### config.mk
export PLATFORM = sky130hd
export DESIGN_NAME = calc1_req_initiator_flat
export DESIGN_NICKNAME = d
export VERILOG_FILES = /design/src/rtl/calc1_pkg.sv /design/src/rtl/calc1_req_initiator_if.sv /design/src/rtl/calc1_expect.sv /design/src/rtl/calc1_req_initiator.sv /design/src/flat_wrapper.sv
export SDC_FILE = /design/constraint.sdc
export NUM_CORES = 1
export LEC_CHECK = 0
export BUFFER_PORTS_ARGS = -buffer_cell sky130_fd_sc_hd__buf_2
export CORE_UTILIZATION = 52
export CTS_CLUSTER_SIZE = 25
export DETAILED_ROUTE_END_ITERATION = 16
export GPL_TIMING_DRIVEN = 0
export PLACE_DENSITY = 0.85
export SETUP_SLACK_MARGIN = 0.05
export SLEW_MARGIN = 15
export SYNTH_ARGS = -nofsm -noshare
export SYNTH_HDL_FRONTEND = slang
export SYNTH_SLANG_ARGS = --single-unit
### constraint.sdc
create_clock -name c_clk -period 6.1 [get_ports c_clk]
set_input_delay 0.61 -clock c_clk [delete_from_list [all_inputs] [get_ports c_clk]]
set_output_delay 0.61 -clock c_clk [all_outputs]
set_load 0.01 [all_outputs]
### src/rtl/calc1_pkg.sv
// Shared calc1 protocol definitions: command and response codes, bus widths,
// and the requester state type.
package calc1_pkg;

  localparam int CMD_W  = 4;
  localparam int DATA_W = 32;
  localparam int RESP_W = 2;

  localparam logic [CMD_W-1:0] CMD_NOP = 4'd0;
  localparam logic [CMD_W-1:0] CMD_ADD = 4'd1;
  localparam logic [CMD_W-1:0] CMD_SUB = 4'd2;
  localparam logic [CMD_W-1:0] CMD_SHL = 4'd5;
  localparam logic [CMD_W-1:0] CMD_SHR = 4'd6;

  localparam logic [RESP_W-1:0] RESP_NONE = 2'd0;
  localparam logic [RESP_W-1:0] RESP_OK   = 2'd1;
  localparam logic [RESP_W-1:0] RESP_ERR  = 2'd2;

  typedef enum logic [2:0] {
    ST_IDLE,
    ST_SEND_OP1,
    ST_SEND_OP2,
    ST_WAIT_RESP,
    ST_DONE
  } state_t;

endpackage

### src/rtl/calc1_req_initiator_if.sv
// Bundle of the host transaction/result handshake and the calc1 port.
// Handshake rule for both host channels: a transfer happens on a rising edge
// where valid and ready are both 1; the producer holds its payload stable
// while valid is 1 and ready is 0.
// master: the initiator itself.  slave: host plus calc1 side.
interface calc1_req_initiator_if;
  import calc1_pkg::*;

  logic                txn_valid;
  logic                txn_ready;
  logic [CMD_W-1:0]    txn_cmd;
  logic [DATA_W-1:0]   txn_op1;
  logic [DATA_W-1:0]   txn_op2;
  logic [CMD_W-1:0]    req_cmd_out;
  logic [DATA_W-1:0]   req_data_out;
  logic [RESP_W-1:0]   out_resp;
  logic [DATA_W-1:0]   out_data;
  logic                rsp_valid;
  logic                rsp_ready;
  logic [RESP_W-1:0]   rsp_resp;
  logic [DATA_W-1:0]   rsp_data;
  logic                rsp_timeout;
  logic                rsp_mismatch;
  state_t              dbg_state;

  modport master (
    input  txn_valid, txn_cmd, txn_op1, txn_op2, out_resp, out_data, rsp_ready,
    output txn_ready, req_cmd_out, req_data_out, rsp_valid, rsp_resp, rsp_data,
           rsp_timeout, rsp_mismatch, dbg_state
  );

  modport slave (
    output txn_valid, txn_cmd, txn_op1, txn_op2, out_resp, out_data, rsp_ready,
    input  txn_ready, req_cmd_out, req_data_out, rsp_valid, rsp_resp, rsp_data,
           rsp_timeout, rsp_mismatch, dbg_state
  );

endinterface

### src/rtl/calc1_expect.sv
// Combinational expected-result model for one calc1 transaction.
// Only compiled when CALC1_INIT_CHECK_EN is defined.
`ifdef CALC1_INIT_CHECK_EN
module calc1_expect
  import calc1_pkg::*;
(
  input  logic [CMD_W-1:0]  cmd,
  input  logic [DATA_W-1:0] op1,
  input  logic [DATA_W-1:0] op2,
  output logic [RESP_W-1:0] exp_resp,
  output logic [DATA_W-1:0] exp_data
);

  logic [DATA_W:0] sum;

  // Evaluate what calc1 should answer for this command.
  always_comb begin
    sum      = {1'b0, op1} + {1'b0, op2};
    exp_resp = RESP_ERR;
    exp_data = '0;
    case (cmd)
      CMD_ADD: begin
        if (!sum[DATA_W]) begin
          exp_resp = RESP_OK;
          exp_data = sum[DATA_W-1:0];
        end
      end
      CMD_SUB: begin
        if (op2 <= op1) begin
          exp_resp = RESP_OK;
          exp_data = op1 - op2;
        end
      end
      CMD_SHL: begin
        exp_resp = RESP_OK;
        exp_data = op1 << op2[4:0];
      end
      CMD_SHR: begin
        exp_resp = RESP_OK;
        exp_data = op1 >> op2[4:0];
      end
      default: begin
        exp_resp = RESP_ERR;
        exp_data = '0;
      end
    endcase
  end

endmodule
`endif

### src/rtl/calc1_req_initiator.sv
// Requester for one calc1 port: takes (cmd, op1, op2) from the host, drives
// the two-beat request, waits for the response with a timeout and hands the
// result back to the host.
// Optional build macro: CALC1_INIT_CHECK_EN adds an expected-result model and
// drives rsp_mismatch; without it rsp_mismatch stays 0.
module calc1_req_initiator
  import calc1_pkg::*;
#(
  parameter int TIMEOUT_CYCLES = 16,
  parameter int CNT_W          = 5
) (
  input  logic                  c_clk,
  input  logic                  reset,
  calc1_req_initiator_if.master bus
);

  localparam logic [CNT_W-1:0] CNT_LAST = CNT_W'(TIMEOUT_CYCLES - 1);

  state_t              state;
  logic [CNT_W-1:0]    cnt;
  logic [DATA_W-1:0]   op2_q;
  logic                mismatch_q;
  logic                mismatch_next;

`ifdef CALC1_INIT_CHECK_EN
  logic [CMD_W-1:0]    cmd_q;
  logic [DATA_W-1:0]   op1_q;
  logic [RESP_W-1:0]   exp_resp;
  logic [DATA_W-1:0]   exp_data;

  calc1_expect u_expect (
    .cmd      (cmd_q),
    .op1      (op1_q),
    .op2      (op2_q),
    .exp_resp (exp_resp),
    .exp_data (exp_data)
  );

  // Compare the live calc1 answer with the model; only used on capture.
  always_comb begin
    mismatch_next = (bus.out_resp != exp_resp) ||
                    ((bus.out_resp == RESP_OK) && (bus.out_data != exp_data));
  end
`else
  // No model built: the mismatch flag can never be raised.
  always_comb begin
    mismatch_next = 1'b0;
  end
`endif

  assign bus.rsp_mismatch = mismatch_q;
  assign bus.dbg_state    = state;

  // Transaction FSM; all host and calc1 outputs are registered and are set
  // on the edge that enters the state they belong to.
  always_ff @(posedge c_clk) begin
    if (reset) begin
      state            <= ST_IDLE;
      cnt              <= '0;
      op2_q            <= '0;
`ifdef CALC1_INIT_CHECK_EN
      cmd_q            <= '0;
      op1_q            <= '0;
`endif
      bus.txn_ready    <= 1'b0;
      bus.req_cmd_out  <= '0;
      bus.req_data_out <= '0;
      bus.rsp_valid    <= 1'b0;
      bus.rsp_resp     <= '0;
      bus.rsp_data     <= '0;
      bus.rsp_timeout  <= 1'b0;
      mismatch_q       <= 1'b0;
    end else begin
      case (state)
        ST_IDLE: begin
          if (bus.txn_valid && bus.txn_ready) begin
            op2_q            <= bus.txn_op2;
`ifdef CALC1_INIT_CHECK_EN
            cmd_q            <= bus.txn_cmd;
            op1_q            <= bus.txn_op1;
`endif
            bus.txn_ready    <= 1'b0;
            bus.req_cmd_out  <= bus.txn_cmd;
            bus.req_data_out <= bus.txn_op1;
            state            <= ST_SEND_OP1;
          end else begin
            // Also raises ready on the first cycle out of reset.
            bus.txn_ready    <= 1'b1;
          end
        end
        ST_SEND_OP1: begin
          bus.req_cmd_out  <= '0;
          bus.req_data_out <= op2_q;
          state            <= ST_SEND_OP2;
        end
        ST_SEND_OP2: begin
          bus.req_data_out <= '0;
          cnt              <= '0;
          state            <= ST_WAIT_RESP;
        end
        ST_WAIT_RESP: begin
          if (bus.out_resp != RESP_NONE) begin
            bus.rsp_resp    <= bus.out_resp;
            bus.rsp_data    <= bus.out_data;
            bus.rsp_timeout <= 1'b0;
            bus.rsp_valid   <= 1'b1;
            mismatch_q      <= mismatch_next;
            state           <= ST_DONE;
          end else if (cnt == CNT_LAST) begin
            bus.rsp_resp    <= RESP_NONE;
            bus.rsp_data    <= '0;
            bus.rsp_timeout <= 1'b1;
            bus.rsp_valid   <= 1'b1;
            mismatch_q      <= 1'b0;
            state           <= ST_DONE;
          end else begin
            cnt <= cnt + 1'b1;
          end
        end
        ST_DONE: begin
          // Ready to the host only returns after handoff, never same cycle.
          if (bus.rsp_valid && bus.rsp_ready) begin
            bus.rsp_valid   <= 1'b0;
            bus.rsp_timeout <= 1'b0;
            mismatch_q      <= 1'b0;
            bus.txn_ready   <= 1'b1;
            state           <= ST_IDLE;
          end
        end
        default: begin
          state <= ST_IDLE;
        end
      endcase
    end
  end

endmodule

### src/flat_wrapper.sv
// flat-port wrapper written by rule: the top's interface ports become plain ports
module calc1_req_initiator_flat import calc1_pkg::*;
#(
  parameter int TIMEOUT_CYCLES = 16,
  parameter int CNT_W          = 5
)
  (c_clk, reset, bus_txn_valid, bus_txn_cmd, bus_txn_op1, bus_txn_op2, bus_out_resp, bus_out_data, bus_rsp_ready, bus_txn_ready, bus_req_cmd_out, bus_req_data_out, bus_rsp_valid, bus_rsp_resp, bus_rsp_data, bus_rsp_timeout, bus_rsp_mismatch, bus_dbg_state);
  calc1_req_initiator_if bus_i ();
  input  logic c_clk;
  input  logic reset;
  input wire logic [$bits(bus_i.txn_valid)-1:0] bus_txn_valid;
  input wire logic [$bits(bus_i.txn_cmd)-1:0] bus_txn_cmd;
  input wire logic [$bits(bus_i.txn_op1)-1:0] bus_txn_op1;
  input wire logic [$bits(bus_i.txn_op2)-1:0] bus_txn_op2;
  input wire logic [$bits(bus_i.out_resp)-1:0] bus_out_resp;
  input wire logic [$bits(bus_i.out_data)-1:0] bus_out_data;
  input wire logic [$bits(bus_i.rsp_ready)-1:0] bus_rsp_ready;
  output wire logic [$bits(bus_i.txn_ready)-1:0] bus_txn_ready;
  output wire logic [$bits(bus_i.req_cmd_out)-1:0] bus_req_cmd_out;
  output wire logic [$bits(bus_i.req_data_out)-1:0] bus_req_data_out;
  output wire logic [$bits(bus_i.rsp_valid)-1:0] bus_rsp_valid;
  output wire logic [$bits(bus_i.rsp_resp)-1:0] bus_rsp_resp;
  output wire logic [$bits(bus_i.rsp_data)-1:0] bus_rsp_data;
  output wire logic [$bits(bus_i.rsp_timeout)-1:0] bus_rsp_timeout;
  output wire logic [$bits(bus_i.rsp_mismatch)-1:0] bus_rsp_mismatch;
  output wire logic [$bits(bus_i.dbg_state)-1:0] bus_dbg_state;
  assign bus_i.txn_valid = bus_txn_valid;
  assign bus_i.txn_cmd = bus_txn_cmd;
  assign bus_i.txn_op1 = bus_txn_op1;
  assign bus_i.txn_op2 = bus_txn_op2;
  assign bus_i.out_resp = bus_out_resp;
  assign bus_i.out_data = bus_out_data;
  assign bus_i.rsp_ready = bus_rsp_ready;
  assign bus_txn_ready = bus_i.txn_ready;
  assign bus_req_cmd_out = bus_i.req_cmd_out;
  assign bus_req_data_out = bus_i.req_data_out;
  assign bus_rsp_valid = bus_i.rsp_valid;
  assign bus_rsp_resp = bus_i.rsp_resp;
  assign bus_rsp_data = bus_i.rsp_data;
  assign bus_rsp_timeout = bus_i.rsp_timeout;
  assign bus_rsp_mismatch = bus_i.rsp_mismatch;
  assign bus_dbg_state = bus_i.dbg_state;
  calc1_req_initiator #(.TIMEOUT_CYCLES(TIMEOUT_CYCLES), .CNT_W(CNT_W)) u_core (.c_clk(c_clk), .reset(reset), .bus(bus_i));
endmodule
# Word level (Yosys, flattened, before mapping)
# Index checks and enable logic that the tools add are counted.
[word_totals]
reg_bits = 114
inputBits = 106
out_inout_bits = 77
elab_cells = 68
[classes]
addsub = 1
eq_ne = 10
muxes = 28
reduce_logical = 18
[ops]
columns = ["operator", "count"]
rows = [
  ["$mux W32", 3],
  ["$pmux W32 S3", 1],
  ["$pmux W3 S5", 1],
  ["$mux W3", 4],
  ["$reduce_bool A2 Y1", 6],
  ["$mux W5", 2],
  ["$pmux W5 S2", 1],
  ["$reduce_and A2 Y1", 5],
  ["$reduce_and A3 Y1", 3],
  ["$mux W1", 8],
  ["$pmux W1 S2", 4],
  ["$pmux W4 S2", 1],
  ["$eq A3 B2 Y1 const B", 2],
  ["$add A5 B1 Y5 const B", 1],
  ["$eq A5 B4 Y1 const B", 1],
  ["$mux W2", 2],
  ["$mux W4", 1],
  ["$ne A2 B1 Y1 const B", 2],
  ["$ne A2 B2 Y1 const B", 2],
  ["$eq A3 B1 Y1 const B", 1],
  ["$eq A3 B3 Y1 const B", 1],
  ["$logic_not A3 Y1", 1],
  ["$ne A3 B1 Y1 const B", 1],
  ["$reduce_bool A3 Y1", 1],
  ["$logic_and A1 B1 Y1", 2],
]

# Longest topological paths before layout
[logic_depth]
word_depth = 4
mapped_depth = 9
depth_no_buf = 7

# Least setup slack after synthesis
# No wires, ideal clock.
[synth_path]
kind = "register to register"
from = "register u_core.cnt[0]"
to = "register u_core.cnt[3]"
setup_time_ns = 0.076
arrival_ns = 1.889
required_time_ns = 6.024
slack_ns = 4.136
stages_incl_launch_ff = 8
path_buffers = 0
synth_period_minus_slack_ns = 1.964
path_cell_list = "dfxtp_1 ha_1 and3_1 ha_1 nor3_1 nand4_1 or4b_1 a31oi_1"
[synth_between]
elab_chain_len = 4
elab_cells_between_ends = 7
classes_between = "add/sub (1); eq/ne (2); mux (3); reduce/logical (1)"
[synth_lines]
columns = ["element", "line_no", "rtl"]
rows = [
  ["start: declaration", "calc1_req_initiator.sv:20", "logic [CNT_W-1:0] cnt;"],
  ["start signal: assignment", "calc1_req_initiator.sv:117", "cnt <= cnt + 1'b1;"],
  ["$add A5 B1 Y5", "calc1_req_initiator.sv:117", ""],
  ["$mux W5", "calc1_req_initiator.sv:109", "end else if (cnt == CNT_LAST) begin"],
  ["$mux W5", "calc1_req_initiator.sv:102", "if (bus.out_resp != RESP_NONE) begin"],
  ["$pmux W5 S2", "calc1_req_initiator.sv:74", "case (state)"],
]
# Several ways; a longest one is shown, not always the timed one. The select of a mux whose other input is x is not followed.
# A chain may end at the register's enable or synchronous reset.

# Worst setup path after layout
# Same ends and word-level chain as after synthesis.

==> impl_metrics.json <==
{
  "status": "finished, final reports clean",
  "drive_gt1_share_pct": 36.5,
  "antenna_found_initial": 0,
  "postCtsSetupBuffers": 0,
  "final_util_pct": 73.2,
  "ys_seq_area_share_pct": 50.8,
  "ys_seq_elements": 113,
  "hp-start": "bus_txn_op2[17]",
  "critPathCaptureType": "flip-flop",
  "cts_resized": 0,
  "std_cell_rows": 33,
  "initial_core_util_pct": 53.9,
  "pre_cts_ws_ns": 3.88,
  "num-nets-final": 806,
  "drcViolationCount": 0,
  "core_area_um2": 8260,
  "synth_cell_types": 43,
  "hold_path_end": "u_core.op2_q[17]",
  "num_antenna_cells": 0,
  "avgSynthCellArea_um2": 8.93,
  "yosysTopAreaCellShare_pct": 50.8,
  "drv_cap": 0,
  "p_leak_uw": 0.00264,
  "netlist_area_um2": 4450,
  "min_path_cells": 3,
  "setup_viol": 0,
  "die-area_um2": 8940,
  "final_common_cell": "buf_2",
  "arrival_ns": 2.76,
  "die_y_um": 94.6,
  "ioPinCount": 183,
  "p_per_area_nw_per_um2": 362,
  "cts_buffer_depth": 2,
  "synthCells": 499,
  "worst-path-buf-inv": 0,
  "htree_levels": 4,
  "synth_nets": 607,
  "synthFlopType": "dfxtp_1",
  "worstSetupStartpointType": "flip-flop",
  "max_slew.worst_pin.slew_ns": 0.682,
  "path_cells": "ha_1 -> and3_1 -> ha_1 -> nor3_1 -> nand4_1 -> or4b_1 -> a31oi_1",
  "synth_edf_count": 0,
  "die_width_um": 94.6,
  "timing.fmax_ghz": 0.428,
  "fin_worst_skew_ns": 0.0112,
  "cts.sinks": 113,
  "worstPathMaxFanout": 5,
  "grt_pass1_vias": 4202,
  "clockRootBuffer": "clkbuf_8",
  "crit_family": "simple AND/OR/NAND/NOR gates",
  "drtAntennaViolNets": 0,
  "drt_wl_total_um": 12600,
  "required_ns": 6.52,
  "layout_common_cells": "202 x buf_2, 113 x dfxtp_1, 74 x nand2_1",
  "place_congestion": 0.830,
  "worst-setup-path-type": "reg -> reg",
  "clk_latency_ns": 0.51,
  "rsz0062_at_grt": "false",
  "hold_class": "in -> reg",
  "finalHoldViolCount": 0,
  "synth_area_leader_cell": "dfxtp_1",
  "max-slew-margin-rel_pct": 54.5,
  "cts_made_buffers": 17,
  "ys_top_cells_by_area": "dfxtp_1 51%, a22oi_1 11%, nand2_1 6.2%",
  "path_depth": 7,
  "finalSetupTns_ns": 0,
  "hpwlAfterDp_um": 8960,
  "clkSlewWorstSetupHoldPaths_ns": 0.05,
  "cpMaxStageDelayCell": "or4b_1",
  "wl_per_cell_um": 15.5,
  "slew_violations": 0,
  "rr_startpoint": "u_core.cnt[0]",
  "post_dp_cell_area_um2": 5490,
  "fin_area_um2": 6040,
  "period_minus_slack_ns": 2.34,
  "vias": 4488,
  "io_buffers": 180,
  "period_share_pct": 38.3,
  "rr_endpoint": "u_core.cnt[3]",
  "via_per_inst": 5.51,
  "cts_tree": "done",
  "ctsHoldBuffers": 0,
  "grt_pass1_wl_um": 19600,
  "rr_worst_depth": 7,
  "r2r_setup_slack_ns": 3.76,
  "grt_max_degree": 17,
  "drt-initial-drc-count": 221,
  "fillers": 642,
  "synthArstFlopShare_pct": 0,
  "grt_usage_pct": 28.4,
  "areaGrowthSynthToFinish_pct": 35.6,
  "final.setup.worst_slack_ns": 3.76,
  "drt-pass1-iter-count": 5,
  "max_stage_delay_ns": 0.50,
  "ys_warn_count": 0,
  "crit_path_frequent_cell": "ha_1",
  "peakVddDrop_mv": 0.182,
  "grt_overflow": 0
}
==> cell usage after synthesis, types with 2 or more instances <==
master	instances
nand3b_1	2
inv_1	3
dfxtp_1	113
a22oi_1	64
clkbuf_1	23
a21oi_1	46
nor3_1	5
nor2b_1	2
a211oi_2	20
o21ai_1	3
ha_1	2
o211ai_1	4
buf_2	22
nand2_1	74
nor2_1	71
buf_4	2
o21ai_0	3
nand2b_1	4
a211oi_1	12
==> kinds of logic (layout without fill, tap and decap cells) <==
family | count (synthesis) | after routing | share of synthesized area (%)
adder cells (fa/ha/maj) | 2 | 2 | 0.562
flip-flops | 113 | 113 | 50.8
multiplexers | 1 | 1 | 0.225
buffers and inverters | 50 | 260 | 5.00
AO/OA/AOI/OAI | 162 | 162 | 27.1
other | 1 | 1 | 0.0842
AND/OR/NAND/NOR | 170 | 170 | 16.3
==> per-layer routing <==
metal	track usage, %	up-vias	routed length (um)
li1	-	2170	-
met1	33.6	2084	5250
met2	49.5	208	6130
met3	6.84	26	927
met4	11.0	0	269
met5	0	-	0
==> state kept, by name, summed over array words and instances, names as in the netlist <==
signal / flops
u_core.op2_q: 32
u_core.bus.rsp_valid: 1
u_core.bus.req_cmd_out: 4
u_core.cnt: 5
u_core.bus.rsp_resp: 2
u_core.bus.req_data_out: 32
u_core.bus.rsp_data: 32
u_core.bus.txn_ready: 1
u_core.bus.rsp_timeout: 1
u_core.bus.dbg_state: 3
==> where the power goes <==
group | total [uW] | internal, uW | switching [uW]
combinational | 419 | 168 | 251
clock | 920 | 593 | 327
sequential | 848 | 809 | 39.5
total | 2190 | 1570 | 617
==> how the worst max path moves through the flow <==
stage | start | to | slack (ns)
after floorplan | u_core.cnt[0] | u_core.cnt[3] | 4.14
after global placement | u_core.cnt[0] | u_core.cnt[3] | 3.95
after detailed placement | u_core.cnt[0] | u_core.bus.rsp_data[8] | 3.88
after CTS | u_core.cnt[0] | u_core.cnt[3] | 3.83
after global routing | u_core.cnt[0] | u_core.bus.rsp_data[4] | 3.66
final | u_core.cnt[0] | u_core.cnt[3] | 3.76
==> cell type report <==
cell class	instances	area (um2)	area share, %
sequential	113	2260	37.4
inverter	3	11.3	0.186
tap	105	131	2.17
clock inverter	11	114	1.88
multi-input combinational	336	1970	32.6
timing repair buffer	180	901	14.9
clock buffer	19	442	7.31
buffer	47	211	3.50
==> worst register-to-register path, stage by stage (launching register included) <==
cell	delay, ns
dfxtp_1	0.34
ha_1	0.23
and3_1	0.19
ha_1	0.18
nor3_1	0.44
nand4_1	0.20
or4b_1	0.50
a31oi_1	0.17
==> through the flow <==
stage,std cells,power [uW],hold slack [ns]
6_report,814,2190,0.345
5_1_grt,814,2290,0.336
4_1_cts,814,2190,0.333
3_5_place_dp,784,1270,0.446
3_3_place_gp,784,1260,0.442
2_1_floorplan,499,1120,0.433
Power figures use the tool's default switching activity.
